### src/rtl/bus_demux_2_targets.sv
// Routes one initiator memory bus to RAM (target 0) or MMIO (target 1).
// Read responses come back in order; a target switch waits for the drain.
module bus_demux_2_targets #(
  parameter logic [31:0] T1_BASE   = 32'h8000_0000,
  parameter logic [31:0] T1_MASK   = 32'hF000_0000,
  parameter int unsigned MAX_OUTST = 4
) (
  input  logic        clk,
  input  logic        reset,
  input  logic        req_valid,
  output logic        req_ready,
  input  logic [31:0] req_addr,
  input  logic        req_we,
  input  logic [31:0] req_wdata,
  input  logic [3:0]  req_wstrb,
  output logic        t0_valid,
  input  logic        t0_ready,
  output logic [31:0] t0_addr,
  output logic        t0_we,
  output logic [31:0] t0_wdata,
  output logic [3:0]  t0_wstrb,
  input  logic        t0_rsp_valid,
  input  logic [31:0] t0_rsp_rdata,
  output logic        t1_valid,
  input  logic        t1_ready,
  output logic [31:0] t1_addr,
  output logic        t1_we,
  output logic [31:0] t1_wdata,
  output logic [3:0]  t1_wstrb,
  input  logic        t1_rsp_valid,
  input  logic [31:0] t1_rsp_rdata,
  output logic        rsp_valid,
  output logic [31:0] rsp_rdata,
  output logic        err
);

  localparam logic [2:0] LP_MAX = 3'(MAX_OUTST);

  logic [2:0] r_outst_cnt;
  logic       r_cur_tgt;
  logic       r_err;

  logic       w_sel;
  logic       w_idle;
  logic       w_cur_rsp;
  logic       w_oth_rsp;
  logic       w_rsp_valid;
  logic       w_room;
  logic       w_gate;
  logic       w_tgt_ready;
  logic       w_accept;
  logic       w_err_evt;
  logic [2:0] w_cnt_nxt;

  assign w_sel  = (req_addr & T1_MASK) == T1_BASE;
  assign w_idle = (r_outst_cnt == 3'd0);

  assign w_cur_rsp   = r_cur_tgt ? t1_rsp_valid : t0_rsp_valid;
  assign w_oth_rsp   = r_cur_tgt ? t0_rsp_valid : t1_rsp_valid;
  assign w_rsp_valid = w_cur_rsp & ~w_idle;

  // a response retiring this cycle frees a slot for a same-target request
  assign w_room = (r_outst_cnt < LP_MAX) | w_rsp_valid;
  assign w_gate = w_idle | ((w_sel == r_cur_tgt) & w_room);

  assign w_tgt_ready = w_sel ? t1_ready : t0_ready;
  assign req_ready   = w_tgt_ready & w_gate;
  assign w_accept    = req_valid & req_ready;

  assign t0_valid = req_valid & w_gate & ~w_sel;
  assign t1_valid = req_valid & w_gate & w_sel;

  assign t0_addr  = req_addr;
  assign t0_we    = req_we;
  assign t0_wdata = req_wdata;
  assign t0_wstrb = req_wstrb;
  assign t1_addr  = req_addr;
  assign t1_we    = req_we;
  assign t1_wdata = req_wdata;
  assign t1_wstrb = req_wstrb;

  assign rsp_valid = w_rsp_valid;
  assign rsp_rdata = !w_rsp_valid ? 32'h0 :
                     r_cur_tgt    ? t1_rsp_rdata :
                                    t0_rsp_rdata;

  assign w_err_evt = w_oth_rsp |
                     (w_idle & (t0_rsp_valid | t1_rsp_valid));

  always_comb begin
    w_cnt_nxt = r_outst_cnt;
    unique case ({w_accept, w_rsp_valid})
      2'b10:   w_cnt_nxt = r_outst_cnt + 3'd1;
      2'b01:   w_cnt_nxt = r_outst_cnt - 3'd1;
      default: w_cnt_nxt = r_outst_cnt;
    endcase
  end

  always_ff @(posedge clk or posedge reset) begin
    if (reset) begin
      r_outst_cnt <= 3'd0;
      r_cur_tgt   <= 1'b0;
      r_err       <= 1'b0;
    end else begin
      r_outst_cnt <= w_cnt_nxt;
      if (w_accept)
        r_cur_tgt <= w_sel;
      if (w_err_evt)
        r_err <= 1'b1;
    end
  end

  assign err = r_err;

endmodule

### config.mk
export PLATFORM = sky130hd
export DESIGN_NAME = bus_demux_2_targets
export DESIGN_NICKNAME = d
export VERILOG_FILES = /design/src/rtl/bus_demux_2_targets.sv
export SDC_FILE = /design/constraint.sdc
export NUM_CORES = 1
export LEC_CHECK = 0
export BUFFER_PORTS_ARGS = -buffer_cell sky130_fd_sc_hd__clkbuf_2
export CAP_MARGIN = 20
export CELL_PAD_IN_SITES_DETAIL_PLACEMENT = 0
export CELL_PAD_IN_SITES_GLOBAL_PLACEMENT = 1
export CORE_AREA = 4 4 119 121
export CTS_BUF_LIST = sky130_fd_sc_hd__clkbuf_16
export CTS_CLUSTER_SIZE = 8
export DETAILED_ROUTE_END_ITERATION = 7
export DIE_AREA = 0 0 123 125
export PLACE_DENSITY = 0.71
export SETUP_SLACK_MARGIN = 0.3
export SLEW_MARGIN = 5
export SYNTH_ARGS = -nofsm -noshare
export SYNTH_HDL_FRONTEND = slang
export SYNTH_SLANG_ARGS = --single-unit
### constraint.sdc
create_clock -name clk -period 2.8 [get_ports clk]
set_input_delay 0.84 -clock clk [delete_from_list [all_inputs] [get_ports clk]]
set_output_delay 0.84 -clock clk [all_outputs]
set_load 0.01 [all_outputs]
Yosys cells after proc, flatten, opt, wreduce, memory -nomap -nowiden
Index checks and enable logic that the tools add are counted.

Flip-flop bits (word level): 5. Output and inout bits: 175. Bits of input ports: 140.

Reduce and logical (&&, ||, !) cells: 2. Multiplexer cells: 6. $add $sub $neg: 2. Order comparisons: 1. Equality and inequality tests: 4. Bitwise operators: 14.

Operator list (number): $mux 32 (2); $and 1x1->1 (8); $pmux 3 s2 (1); $eq 4x4->1 const B (1); $or 1x1->1 (4); $add 3x1->3 const B (1); $logic_not 3->1 (1); $lt 3x3->1 const B (1); $mux 1 (3); $sub 3x1->3 const B (1); $eq 2x1->1 const B (1); $eq 2x2->1 const B (1); $not 1->1 (2); $reduce_bool 2->1 (1); $eq 1x1->1 (1).

Depth between registers and ports, before layout
Depth after elaboration: 10. Mapped depth: 11. Gate-level depth less buffers: 9.

Worst setup path before layout
No wires, ideal clock.

Kind: input to register. Start: in t1_rsp_valid. End: reg r_outst_cnt[2]. Cell stages on the path: 11. Slack: 0.291 ns. Data arrival time: 2.430 ns. Required time: 2.721 ns. Cells stage by stage: mux2i_1 -> or2_1 -> buf_6 -> buf_12 -> inv_2 -> ha_1 -> inv_1 -> fa_1 -> xor2_1 -> nor2_1 -> xor2_1.

Word-level cells in the longest chain between the ends: 9.

Ends and longest elaborated chain: start, declared (line 30) `input logic t1_rsp_valid,`; $mux 1 (*) (line 58) `assign w_cur_rsp = r_cur_tgt ? t1_rsp_valid : t0_rsp_valid;`; $and 1x1->1 (*) (line 60) `assign w_rsp_valid = w_cur_rsp & ~w_idle;`; via rsp_valid (line 32) `output logic rsp_valid,`; $or 1x1->1 (line 63) `assign w_room = (r_outst_cnt < LP_MAX) | w_rsp_valid;`; $and 1x1->1 (line 64) `assign w_gate = w_idle | ((w_sel == r_cur_tgt) & w_room);`; $or 1x1->1 (line 64); $and 1x1->1 (line 67) `assign req_ready = w_tgt_ready & w_gate;`; $and 1x1->1 (line 68) `assign w_accept = req_valid & req_ready;`; $eq 2x1->1 or $eq 2x2->1 (tied branches) (line 92) `unique case ({w_accept, w_rsp_valid})`; $pmux 3 s2 or $reduce_bool 2->1 (tied branches); end signal, assigned (line 105) `r_outst_cnt <= w_cnt_nxt;`; end, declared (line 39) `logic [2:0] r_outst_cnt;`.

Mark *: on every way through the listed nets, which the timed path passes. The rest lies on a longest branch. A chain may end at the register's enable or synchronous reset.

Worst setup path after layout
Start: in req_addr[28]. End: out req_ready.

Word-level cells in the longest chain between the ends: 5.

Ends and longest elaborated chain: start, declared (line 12) `input logic [31:0] req_addr,`; $eq 4x4->1 (*) (line 55) `assign w_sel = (req_addr & T1_MASK) == T1_BASE;`; $eq 1x1->1 (line 64); $and 1x1->1 (line 64); $or 1x1->1 (line 64); $and 1x1->1 (*) (line 67); end, declared (line 11) `output logic req_ready,`.

Mark *: on every way between the ends. The rest lies on a longest branch, timed or not.

==> impl_metrics.toml <==
[die]
initial_core_util_pct = 16.7
fp.dieH_um = 125
die_area_mm2 = 0.0154
core_mm2 = 0.0131
die_x_um = 123
io_pins = 315
rows = 42

[finish]
mostFrequentLayoutCell = "clkbuf_2"
nets = 382
num_antenna_cells = 0
multiInputGateArea_um2 = 932
regArea_um2 = 126
syn_to_final_growth_pct = 9.19
fillerInstances = 1444
most-common-layout-cells = "clkbuf_2, mux2i_1, nor2_4, buf_6, buf_4"
drive_above_1_share_pct = 74.5

[clock_network]
cts_buffers = 3
cts.reportedPaths.clkPinSlew_ps = 30
cts-htree-levels = 1
clock-root-buffer = "clkbuf_16"
clock_sinks = 5
cts-hold-fix-buffers = 0
cts_tree = "yes"
cts.path.max_buffers = 2
clock_latency_ps = 230

[critical_path]
crit_slowest_cell = "nor4b_4"
crit_chain = "buf_8 > nor4b_4 > o2111a_1 > or2_1 > buf_2"
path_class = "in -> out"
crit_arrival_ps = 1750
reg2reg_slack_ps = 490
critPathLaunchType = "primary input"
r2r_start = "r_cur_tgt"
worstPathMaxFanout = 3
required_ps = 1960
end_kind = "primary output"
r2r_cells = 11
reg2reg_to = "r_outst_cnt[2]"
max_stage_delay_ps = 330

[logic_synthesis]
yosys_warnings = 0
synth.area.top_cells = "buf_4, mux2i_1, nor2_4, dfrtp_1, buf_12"
syn_area_mm2 = 0.00219
syn_area_per_cell_um2 = 8.83
syn_nets = 390
netlist_instances = 248
synth_top_area_cell = "buf_4"
yosysSeqAreaShare_pct = 5.71
synth_top_area_share_pct = 48.0
synth_cell_types = 30
synth-seq-cells = 5

[route]
viasPerCell = 3.34
dr_total_vias = 1388
final_antenna_net_count = 0
drt_iter0_markers = 21
drc = 0
wl_per_cell_um = 12.9
firstDrtPassIters = 2
wl_um = 5360

[sta]
rsz0062_at_grt = "true"
post-route-period-util_pct = 92.4
setup-violations-final = 0
finalCriticalPeriod_ps = 2590
worstMarginPinSlew_ps = 293
finalHoldViolations = 0
slew_headroom_pct = 79.9
skew_ps = 1.30
timing.final.ws_setup_ps = 213
final.setup.tns_ps = 0
fmax_mhz = 386
slew_viol_final = 0

[placement]
io_buffers = 119
place_ws_ps = 81.7
gp_congestion = 0.740
dp_hpwl_um = 4240

[worst_hold_path]
hold_path_end = "err"
min_from = "err"
min_path_type = "reg -> reg"
hold_depth = 1

[grt]
grt-ovfl-total = 0
antenna_found_initial = 0
grt_pass1_wl_um = 7150
grt_use_total_pct = 5.97
grt_max_degree = 39
grt_pass1_vias = 1467

[pwr]
leakagePower_nw = 1.02
irDropWorstVdd_mv = 0.166
p_total_mw = 1.10
power_density_mw_per_mm2 = 460

[outcome]
status = "completed"

[job]
drv_cap = 0
-- worst max path at each step --
stage | startpoint | endpoint | slack [ps]
after CTS | req_addr[31] | t0_valid | 180
after detailed placement | req_addr[29] | r_outst_cnt[2] | 80
after floorplan | t1_rsp_valid | r_outst_cnt[2] | 340
after global placement | req_addr[29] | r_outst_cnt[2] | 140
after global routing | req_addr[31] | t0_valid | 110
final | req_addr[28] | req_ready | 210
-- cell usage after synthesis, drive strengths merged --
cell / count
mux2: 1
xor2: 2
buf: 146
a2bb2oi: 1
nor2b: 1
fa: 1
inv: 6
o2111a: 2
nand3: 1
o22ai: 1
a21bo: 1
a31oi: 1
dfrtp: 5
o21ai: 1
nor4b: 3
or2: 2
mux2i: 34
ha: 1
o31a: 1
nor2: 34
xnor2: 1
nor3: 1
nand2b: 1
-- critical path: cells and delay by family --
| family | cells | cell delay [ps] |
|---|---|---|
| simple gates | 2 | 430 |
| buf+inv | 2 | 220 |
| compound gates | 1 | 250 |
-- area by class of cell --
| class | instances | share of cell area [%] |
|---|---|---|
| timing repair buffer | 133 | 42.2 |
| multi-input combinational | 91 | 39.0 |
| tap | 176 | 9.21 |
| sequential | 5 | 5.28 |
| clock buffer | 3 | 3.14 |
| inverter | 6 | 1.05 |
| clock inverter | 1 | 0.209 |
-- report_power, final --
part / switching [mW] / internal (mW)
registers: 0.0322 / 0.0976
logic: 0.349 / 0.386
clock network: 0.0493 / 0.187
-- metal layers --
layer / track usage [%] / vias to the layer above / wire length, µm
met2: 10.4 / 101 / 2680
met1: 5.04 / 611 / 1560
met4: 3.78 / 0 / 257
li1: - / 639 / -
met3: 3.61 / 37 / 861
met5: 0 / - / 0
-- flip-flops by register name, indices dropped and copies added, names as in the netlist --
name,count
r_outst_cnt,3
err,1
r_cur_tgt,1
-- per-stage QoR --
stage / instances / instance area, µm² / util, % / hold slack [ps]
after floorplan: 248 / 2200 / - / 504
after global placement: 402 / 1960 / 15.0 / 466
after detailed placement: 402 / 1960 / 15.0 / 479
after CTS: 411 / 2140 / 16.4 / 498
after global routing: 415 / 2390 / 18.3 / 508
final: 415 / 2390 / 18.3 / 482
-- repair_timing --
item                                   4_1_cts  5_1_grt
gates cloned                                 1        1
pin swaps                                    8       26
setup buffers                                4        3
endpoints found under the hold margin        0        0
resized for setup                            9       70
setup endpoints to repair                   33       37
-- cell families after synthesis --
family                     count (synthesis)  synth area share (%)
buffers and inverters                    152                  52.7
and+or+nand+nor                           43                  19.8
muxes                                     35                  16.0
AOI/OAI and AO/OA                          8                  3.08
DFF                                        5                  5.71
xor gates and xnor gates                   3                  1.20
adders and majority gates                  2                  1.48
(Power assumes the default switching activity.)
